`src/rtl/div_iter_unit_pkg.sv`:
```
// Shared types and defaults for the iterative divider.
package div_iter_unit_pkg;

  // Divider sequencing: wait for a request, iterate, present the result.
  typedef enum logic [1:0] {
    ST_IDLE = 2'd0,
    ST_CALC = 2'd1,
    ST_DONE = 2'd2
  } div_state_e;

  localparam int DEF_WIDTH = 32;
  localparam int DEF_STEPS = 1;

endpackage

```
`src/rtl/div_iter_unit_if.sv`:
```
// Request/response bundle between EX (master) and the divider (slave).
interface div_iter_unit_if #(
  parameter int WIDTH = 32
);
  logic               signed_div_i;
  logic [WIDTH-1:0]   opdata1_i;
  logic [WIDTH-1:0]   opdata2_i;
  logic               start_i;
  logic               annul_i;
  logic [2*WIDTH-1:0] result_o;
  logic               ready_o;
  logic               dbz_o;
  logic               busy_o;

  modport master (
    output signed_div_i, opdata1_i, opdata2_i, start_i, annul_i,
    input  result_o, ready_o, dbz_o, busy_o
  );

  modport slave (
    input  signed_div_i, opdata1_i, opdata2_i, start_i, annul_i,
    output result_o, ready_o, dbz_o, busy_o
  );
endinterface

```
`src/rtl/div_iter_unit_step.sv`:
```
// One restoring-division step: shift {rem,quo} left, trial-subtract the
// divisor, keep the difference when it is non-negative.
module div_iter_unit_step #(
  parameter int WIDTH = 32
) (
  input  logic [WIDTH-1:0] rem_i,
  input  logic [WIDTH-1:0] quo_i,
  input  logic [WIDTH-1:0] div_i,
  output logic [WIDTH-1:0] rem_o,
  output logic [WIDTH-1:0] quo_o
);

  logic [WIDTH:0] rem_sh;
  logic [WIDTH:0] trial;
  logic           quo_bit;

  // rem < div on entry, so the shifted value is below 2*div and the
  // WIDTH+1-bit difference never overflows; its MSB is the sign.
  always_comb begin
    rem_sh  = {rem_i, quo_i[WIDTH-1]};
    trial   = rem_sh - {1'b0, div_i};
    quo_bit = ~trial[WIDTH];
    rem_o   = quo_bit ? trial[WIDTH-1:0] : rem_sh[WIDTH-1:0];
    quo_o   = {quo_i[WIDTH-2:0], quo_bit};
  end

endmodule

```
`src/rtl/div_iter_unit.sv`:
```
// Iterative signed/unsigned divider, STEPS quotient bits per clock.
// The quotient register starts out holding |dividend|; its bits shift into
// the remainder from the top while quotient bits fill in from the bottom.
module div_iter_unit
  import div_iter_unit_pkg::*;
#(
  parameter int WIDTH = DEF_WIDTH,
  parameter int STEPS = DEF_STEPS
) (
  input  logic             clk,
  input  logic             rst,
  div_iter_unit_if.slave   bus
);

  localparam int CW = $clog2(WIDTH + 1);

  div_state_e         state_q, state_d;
  logic [WIDTH-1:0]   rem_q, rem_d;
  logic [WIDTH-1:0]   quo_q, quo_d;
  logic [WIDTH-1:0]   dvs_q, dvs_d;
  logic               sign_dvd_q, sign_dvd_d;
  logic               sign_dvs_q, sign_dvs_d;
  logic [CW-1:0]      cnt_q, cnt_d;
  logic [2*WIDTH-1:0] result_q, result_d;
  logic               dbz_q, dbz_d;

  logic [WIDTH-1:0]   rem_chain [STEPS+1];
  logic [WIDTH-1:0]   quo_chain [STEPS+1];

  assign rem_chain[0] = rem_q;
  assign quo_chain[0] = quo_q;

  generate
    for (genvar gi = 0; gi < STEPS; gi++) begin : g_step
      div_iter_unit_step #(.WIDTH(WIDTH)) u_step (
        .rem_i (rem_chain[gi]),
        .quo_i (quo_chain[gi]),
        .div_i (dvs_q),
        .rem_o (rem_chain[gi+1]),
        .quo_o (quo_chain[gi+1])
      );
    end
  endgenerate

  logic             op1_neg, op2_neg;
  logic [WIDTH-1:0] dvd_abs, dvs_abs;
  logic [WIDTH-1:0] quo_fix, rem_fix;

  // Operand magnitudes for capture, and sign correction of the final step's output.
  always_comb begin
    op1_neg = bus.signed_div_i & bus.opdata1_i[WIDTH-1];
    op2_neg = bus.signed_div_i & bus.opdata2_i[WIDTH-1];
    dvd_abs = op1_neg ? -bus.opdata1_i : bus.opdata1_i;
    dvs_abs = op2_neg ? -bus.opdata2_i : bus.opdata2_i;
    quo_fix = (sign_dvd_q ^ sign_dvs_q) ? -quo_chain[STEPS] : quo_chain[STEPS];
    rem_fix = sign_dvd_q ? -rem_chain[STEPS] : rem_chain[STEPS];
  end

  // Next-state and datapath updates; annul overrides everything else.
  always_comb begin
    state_d    = state_q;
    rem_d      = rem_q;
    quo_d      = quo_q;
    dvs_d      = dvs_q;
    sign_dvd_d = sign_dvd_q;
    sign_dvs_d = sign_dvs_q;
    cnt_d      = cnt_q;
    result_d   = result_q;
    dbz_d      = dbz_q;

    if (bus.annul_i) begin
      state_d = ST_IDLE;
      dbz_d   = 1'b0;
    end else begin
      unique case (state_q)
        ST_IDLE: begin
          if (bus.start_i) begin
            if (bus.opdata2_i == '0) begin
              state_d  = ST_DONE;
              result_d = '0;
              dbz_d    = 1'b1;
            end else begin
              state_d    = ST_CALC;
              quo_d      = dvd_abs;
              dvs_d      = dvs_abs;
              rem_d      = '0;
              sign_dvd_d = op1_neg;
              sign_dvs_d = op2_neg;
              cnt_d      = '0;
              dbz_d      = 1'b0;
            end
          end
        end
        ST_CALC: begin
          rem_d = rem_chain[STEPS];
          quo_d = quo_chain[STEPS];
          cnt_d = cnt_q + CW'(STEPS);
          if (cnt_q == CW'(WIDTH - STEPS)) begin
            state_d  = ST_DONE;
            result_d = {rem_fix, quo_fix};
          end
        end
        ST_DONE: begin
          if (!bus.start_i) begin
            state_d = ST_IDLE;
          end
        end
        default: state_d = ST_IDLE;
      endcase
    end
  end

  // State and datapath registers with synchronous active-low reset.
  always_ff @(posedge clk) begin
    if (!rst) begin
      state_q    <= ST_IDLE;
      rem_q      <= '0;
      quo_q      <= '0;
      dvs_q      <= '0;
      sign_dvd_q <= 1'b0;
      sign_dvs_q <= 1'b0;
      cnt_q      <= '0;
      result_q   <= '0;
      dbz_q      <= 1'b0;
    end else begin
      state_q    <= state_d;
      rem_q      <= rem_d;
      quo_q      <= quo_d;
      dvs_q      <= dvs_d;
      sign_dvd_q <= sign_dvd_d;
      sign_dvs_q <= sign_dvs_d;
      cnt_q      <= cnt_d;
      result_q   <= result_d;
      dbz_q      <= dbz_d;
    end
  end

  assign bus.result_o = result_q;
  assign bus.ready_o  = (state_q == ST_DONE);
  assign bus.busy_o   = (state_q != ST_IDLE);
  assign bus.dbz_o    = dbz_q;

endmodule

```
`src/flat_wrapper.sv`:
```
// flat-port wrapper written by rule: the top's interface ports become plain ports
module div_iter_unit_flat import div_iter_unit_pkg::*;
#(
  parameter int WIDTH = DEF_WIDTH,
  parameter int STEPS = DEF_STEPS
)
  (clk, rst, bus_signed_div_i, bus_opdata1_i, bus_opdata2_i, bus_start_i, bus_annul_i, bus_result_o, bus_ready_o, bus_dbz_o, bus_busy_o);
  div_iter_unit_if #(.WIDTH(WIDTH)) bus_i ();
  input  logic clk;
  input  logic rst;
  input wire logic [$bits(bus_i.signed_div_i)-1:0] bus_signed_div_i;
  input wire logic [$bits(bus_i.opdata1_i)-1:0] bus_opdata1_i;
  input wire logic [$bits(bus_i.opdata2_i)-1:0] bus_opdata2_i;
  input wire logic [$bits(bus_i.start_i)-1:0] bus_start_i;
  input wire logic [$bits(bus_i.annul_i)-1:0] bus_annul_i;
  output wire logic [$bits(bus_i.result_o)-1:0] bus_result_o;
  output wire logic [$bits(bus_i.ready_o)-1:0] bus_ready_o;
  output wire logic [$bits(bus_i.dbz_o)-1:0] bus_dbz_o;
  output wire logic [$bits(bus_i.busy_o)-1:0] bus_busy_o;
  assign bus_i.signed_div_i = bus_signed_div_i;
  assign bus_i.opdata1_i = bus_opdata1_i;
  assign bus_i.opdata2_i = bus_opdata2_i;
  assign bus_i.start_i = bus_start_i;
  assign bus_i.annul_i = bus_annul_i;
  assign bus_result_o = bus_i.result_o;
  assign bus_ready_o = bus_i.ready_o;
  assign bus_dbz_o = bus_i.dbz_o;
  assign bus_busy_o = bus_i.busy_o;
  div_iter_unit #(.WIDTH(WIDTH), .STEPS(STEPS)) u_core (.clk(clk), .rst(rst), .bus(bus_i));
endmodule
```
`config.mk`:
```
export PLATFORM = sky130hd
export DESIGN_NAME = div_iter_unit_flat
export DESIGN_NICKNAME = d
export VERILOG_FILES = /design/src/rtl/div_iter_unit_pkg.sv /design/src/rtl/div_iter_unit_if.sv /design/src/rtl/div_iter_unit_step.sv /design/src/rtl/div_iter_unit.sv /design/src/flat_wrapper.sv
export SDC_FILE = /design/constraint.sdc
export NUM_CORES = 1
export LEC_CHECK = 0
export CORE_MARGIN = 1
export CORE_UTILIZATION = 55
export DETAILED_ROUTE_END_ITERATION = 8
export PLACE_DENSITY = 0.79
export SLEW_MARGIN = 20
export SYNTH_ARGS = -nofsm -noshare
export SYNTH_HDL_FRONTEND = slang
export SYNTH_HIERARCHICAL = 1
export SYNTH_SLANG_ARGS = --single-unit
export TNS_END_PERCENT = 1
```
`constraint.sdc`:
```
create_clock -name clk -period 6.4 [get_ports clk]
set_input_delay 1.28 -clock clk [delete_from_list [all_inputs] [get_ports clk]]
set_output_delay 1.28 -clock clk [all_outputs]
set_load 0.03 [all_outputs]
```
==> flow_metrics.py <==
metrics = {
    "placement": {
        "dpl.cell_count": 1709,
        "io_buffers": 135,
        "place_congestion": 0.939,
        "hpwl_um": 23500,
    },
    "synthesis": {
        "synth_edf_count": 0,
        "syn_nets": 1509,
        "async_flop_share_pct": 0,
        "synth.distinct_cells": 88,
        "yosysSeqAreaShare_pct": 29.2,
        "syn_area_um2": 11700,
        "ys_warn_count": 6,
        "synth_cells": 1402,
        "synth_ff_type": "dfxtp_1",
        "ys_ff_latch": 171,
        "synth_area_per_cell_um2": 8.37,
    },
    "floorplan": {
        "die_h_um": 148,
        "num_rows": 53,
        "ioPinCount": 136,
        "core_area_um2": 21000,
        "die_x_um": 148,
        "start_util_pct": 56.0,
        "die_area_um2": 21900,
    },
    "critical_path": {
        "crit_top_cell": "or4_1",
        "worst_path_max_delay_cell": "or4_1",
        "critPathCaptureType": "register",
        "worstPathRequired_ps": 6690,
        "worstPathMaxFanout": 27,
        "slowest_delay_ps": 570,
        "crit_path_cell_trace": "inv_1 -> ha_1 -> fa_1 -> and2b_1 -> o2111ai_2 -> a21oi_2 -> o2111ai_1 -> a211oi_2 -> nor2_4 -> mux2i_4 -> and2_4 -> inv_8 -> mux2_2 -> or4_1 -> or4_1 -> or3_1 -> o31a_1 -> xnor2_1 -> o2bb2ai_1",
        "crit_path_start_kind": "register",
        "cp.arrival_ps": 5720,
        "cp.buffers_inverters": 2,
        "timing.critical_path.max_delay_family": "simple AND/OR/NAND/NOR gates",
        "crit_type": "register to register",
    },
    "grt": {
        "track_usage_pct": 28.6,
        "grt_pass1_vias": 9530,
        "grt_antenna_before_repair": 0,
        "grt_overflow_total": 0,
        "grt_pass1_wl_um": 49800,
        "grt_max_degree": 71,
    },
    "job": {
        "cap_violations": 0,
    },
    "clock_tree": {
        "clk_latency_ps": 430,
        "cts_max_level": 4,
        "root_buffer": "clkbuf_16",
        "post_cts_buffers": 0,
        "ctsLongestPathBuffers": 2,
        "clk_pin_slew_worst_paths_ps": 70,
        "ctsResizeCount": 0,
        "cts_tree": "yes",
        "clock_sinks": 171,
        "ctsHoldBuffers": 0,
        "numCtsBuffers": 17,
    },
    "sta": {
        "rsz0062_at_grt": "false",
        "finalCritPeriodShare_pct": 84.9,
        "setup_viol": 0,
        "fin_skew_ps": 11.7,
        "post-route-min-period_ps": 5430,
        "hold_violations": 0,
        "max_freq_mhz": 184,
        "finalMaxSlewViolations": 0,
        "fin_setup_tns_ps": 0,
        "hold-worst-slack_ps": 460,
        "tightest_slew_ps": 1070,
        "slew_headroom_pct": 28.5,
    },
    "route": {
        "routed_via_density": 6.10,
        "drtIter0Drc": 947,
        "drc": 0,
        "postRouteAntennaNets": 0,
        "drt_first_pass_iters": 6,
        "wire_per_inst_um": 18.0,
        "route.vias.total": 10628,
        "totalWireLength_um": 31400,
    },
    "finish": {
        "multi_input_area_um2": 7370,
        "regArea_um2": 3420,
        "layout-drive-gt1-share_pct": 8.87,
        "syn_to_final_growth_pct": 13.8,
        "mostFrequentLayoutCell": "dfxtp_1",
        "layout_common_cells": "dfxtp_1, nand2_1, clkdlybuf4s50_1",
        "fin_nets": 1560,
        "final_cells": 1741,
        "fill_cells": 1827,
        "antenna_cells": 0,
    },
    "run_status": {
        "status": "finished clean",
    },
    "min_path": {
        "hp-class": "register to register",
    },
}
through the flow:
| step | instance area (um2) | setup slack, ps | util (%) |
|---|---|---|---|
| finish | 13300 | 966 | 63.7 |
| floorplan | 11700 | 1420 | - |
| global placement | 12800 | 1070 | 61.0 |
| CTS | 13300 | 975 | 63.7 |
| global route | 13300 | 615 | 63.7 |
| detailed placement | 12800 | 1030 | 61.0 |
flip-flops by register name (all words and copies together), names as in the netlist:
signal / count
u_core/sign_dvs_q: 1
u_core/sign_dvd_q: 1
u_core/quo_q: 32
u_core/state_q: 2
u_core/rem_q: 32
u_core/cnt_q: 6
u_core/bus.result_o: 64
u_core/dvs_q: 32
u_core/bus.dbz_o: 1
logic make-up (layout without fill, tap and decap cells):
kind of cell | Yosys count | count (layout) | share of synthesized area (%)
xor+xnor | 148 | 148 | 11.0
flops | 171 | 171 | 29.2
simple gates | 427 | 427 | 18.0
mux | 32 | 32 | 3.69
fa+ha+maj | 38 | 38 | 4.12
compound gates | 421 | 421 | 25.9
buf+inv | 165 | 229 | 8.05
routing by layer:
metal | vias up | share of wire (%) | GRT usage, %
li1 | 5155 | - | -
met1 | 4986 | 47 | 42.8
met2 | 451 | 42 | 40.9
met3 | 36 | 9.1 | 5.80
met4 | 0 | 1.7 | 8.30
met5 | - | 0 | 0
synth_stat cells, types with 9 or more instances:
| cell type | instances | share of area (%) |
|---|---|---|
| o2bb2ai_1 | 48 | 3.6 |
| o211a_1 | 18 | 1.5 |
| nor4_1 | 17 | 0.91 |
| nor2_1 | 73 | 2.3 |
| buf_6 | 12 | 1.2 |
| o21ai_0 | 85 | 3.6 |
| dfxtp_1 | 171 | 29 |
| o41ai_1 | 20 | 1.5 |
| o21a_1 | 9 | 0.58 |
| nor2b_1 | 15 | 0.80 |
| nand2_1 | 152 | 4.9 |
| o211ai_1 | 12 | 0.77 |
| a21boi_0 | 9 | 0.58 |
| or3_1 | 15 | 0.80 |
| or4_1 | 11 | 0.70 |
| nor3_1 | 18 | 0.77 |
| nand3_1 | 57 | 2.4 |
| a21oi_2 | 30 | 2.2 |
| buf_4 | 39 | 2.5 |
| clkbuf_1 | 42 | 1.3 |
| inv_1 | 48 | 1.5 |
| a31oi_1 | 16 | 0.85 |
| a21oi_1 | 63 | 2.7 |
| buf_2 | 15 | 0.64 |
| a21o_1 | 23 | 1.5 |
| xor2_1 | 85 | 6.3 |
| nand4_1 | 15 | 0.80 |
| ha_1 | 37 | 3.9 |
| mux2_4 | 19 | 2.4 |
| o31ai_1 | 33 | 2.1 |
| xnor2_1 | 63 | 4.7 |
cell type report:
type	instances	share of cell area [%]
inverter	49	1.43
sequential	171	25.6
multi-input combinational	1066	55.2
timing repair buffer	148	10.8
clock buffer	21	3.52
clock inverter	11	0.759
tap	275	2.58
worst paths after layout:
check	slack [ps]	cells after the start	endpoint	startpoint
min reg2reg	460	1	u_core/bus.result_o[29]	u_core/bus.result_o[29]
min	460	1	u_core/bus.result_o[29]	u_core/bus.result_o[29]
max	970	19	u_core/bus.result_o[48]	u_core/quo_q[31]
max reg2reg	970	19	u_core/bus.result_o[48]	u_core/quo_q[31]
Power is left out: the tool's default activity adds up to more than one toggle a clock period on the data nets, which glitch-free logic cannot reach.
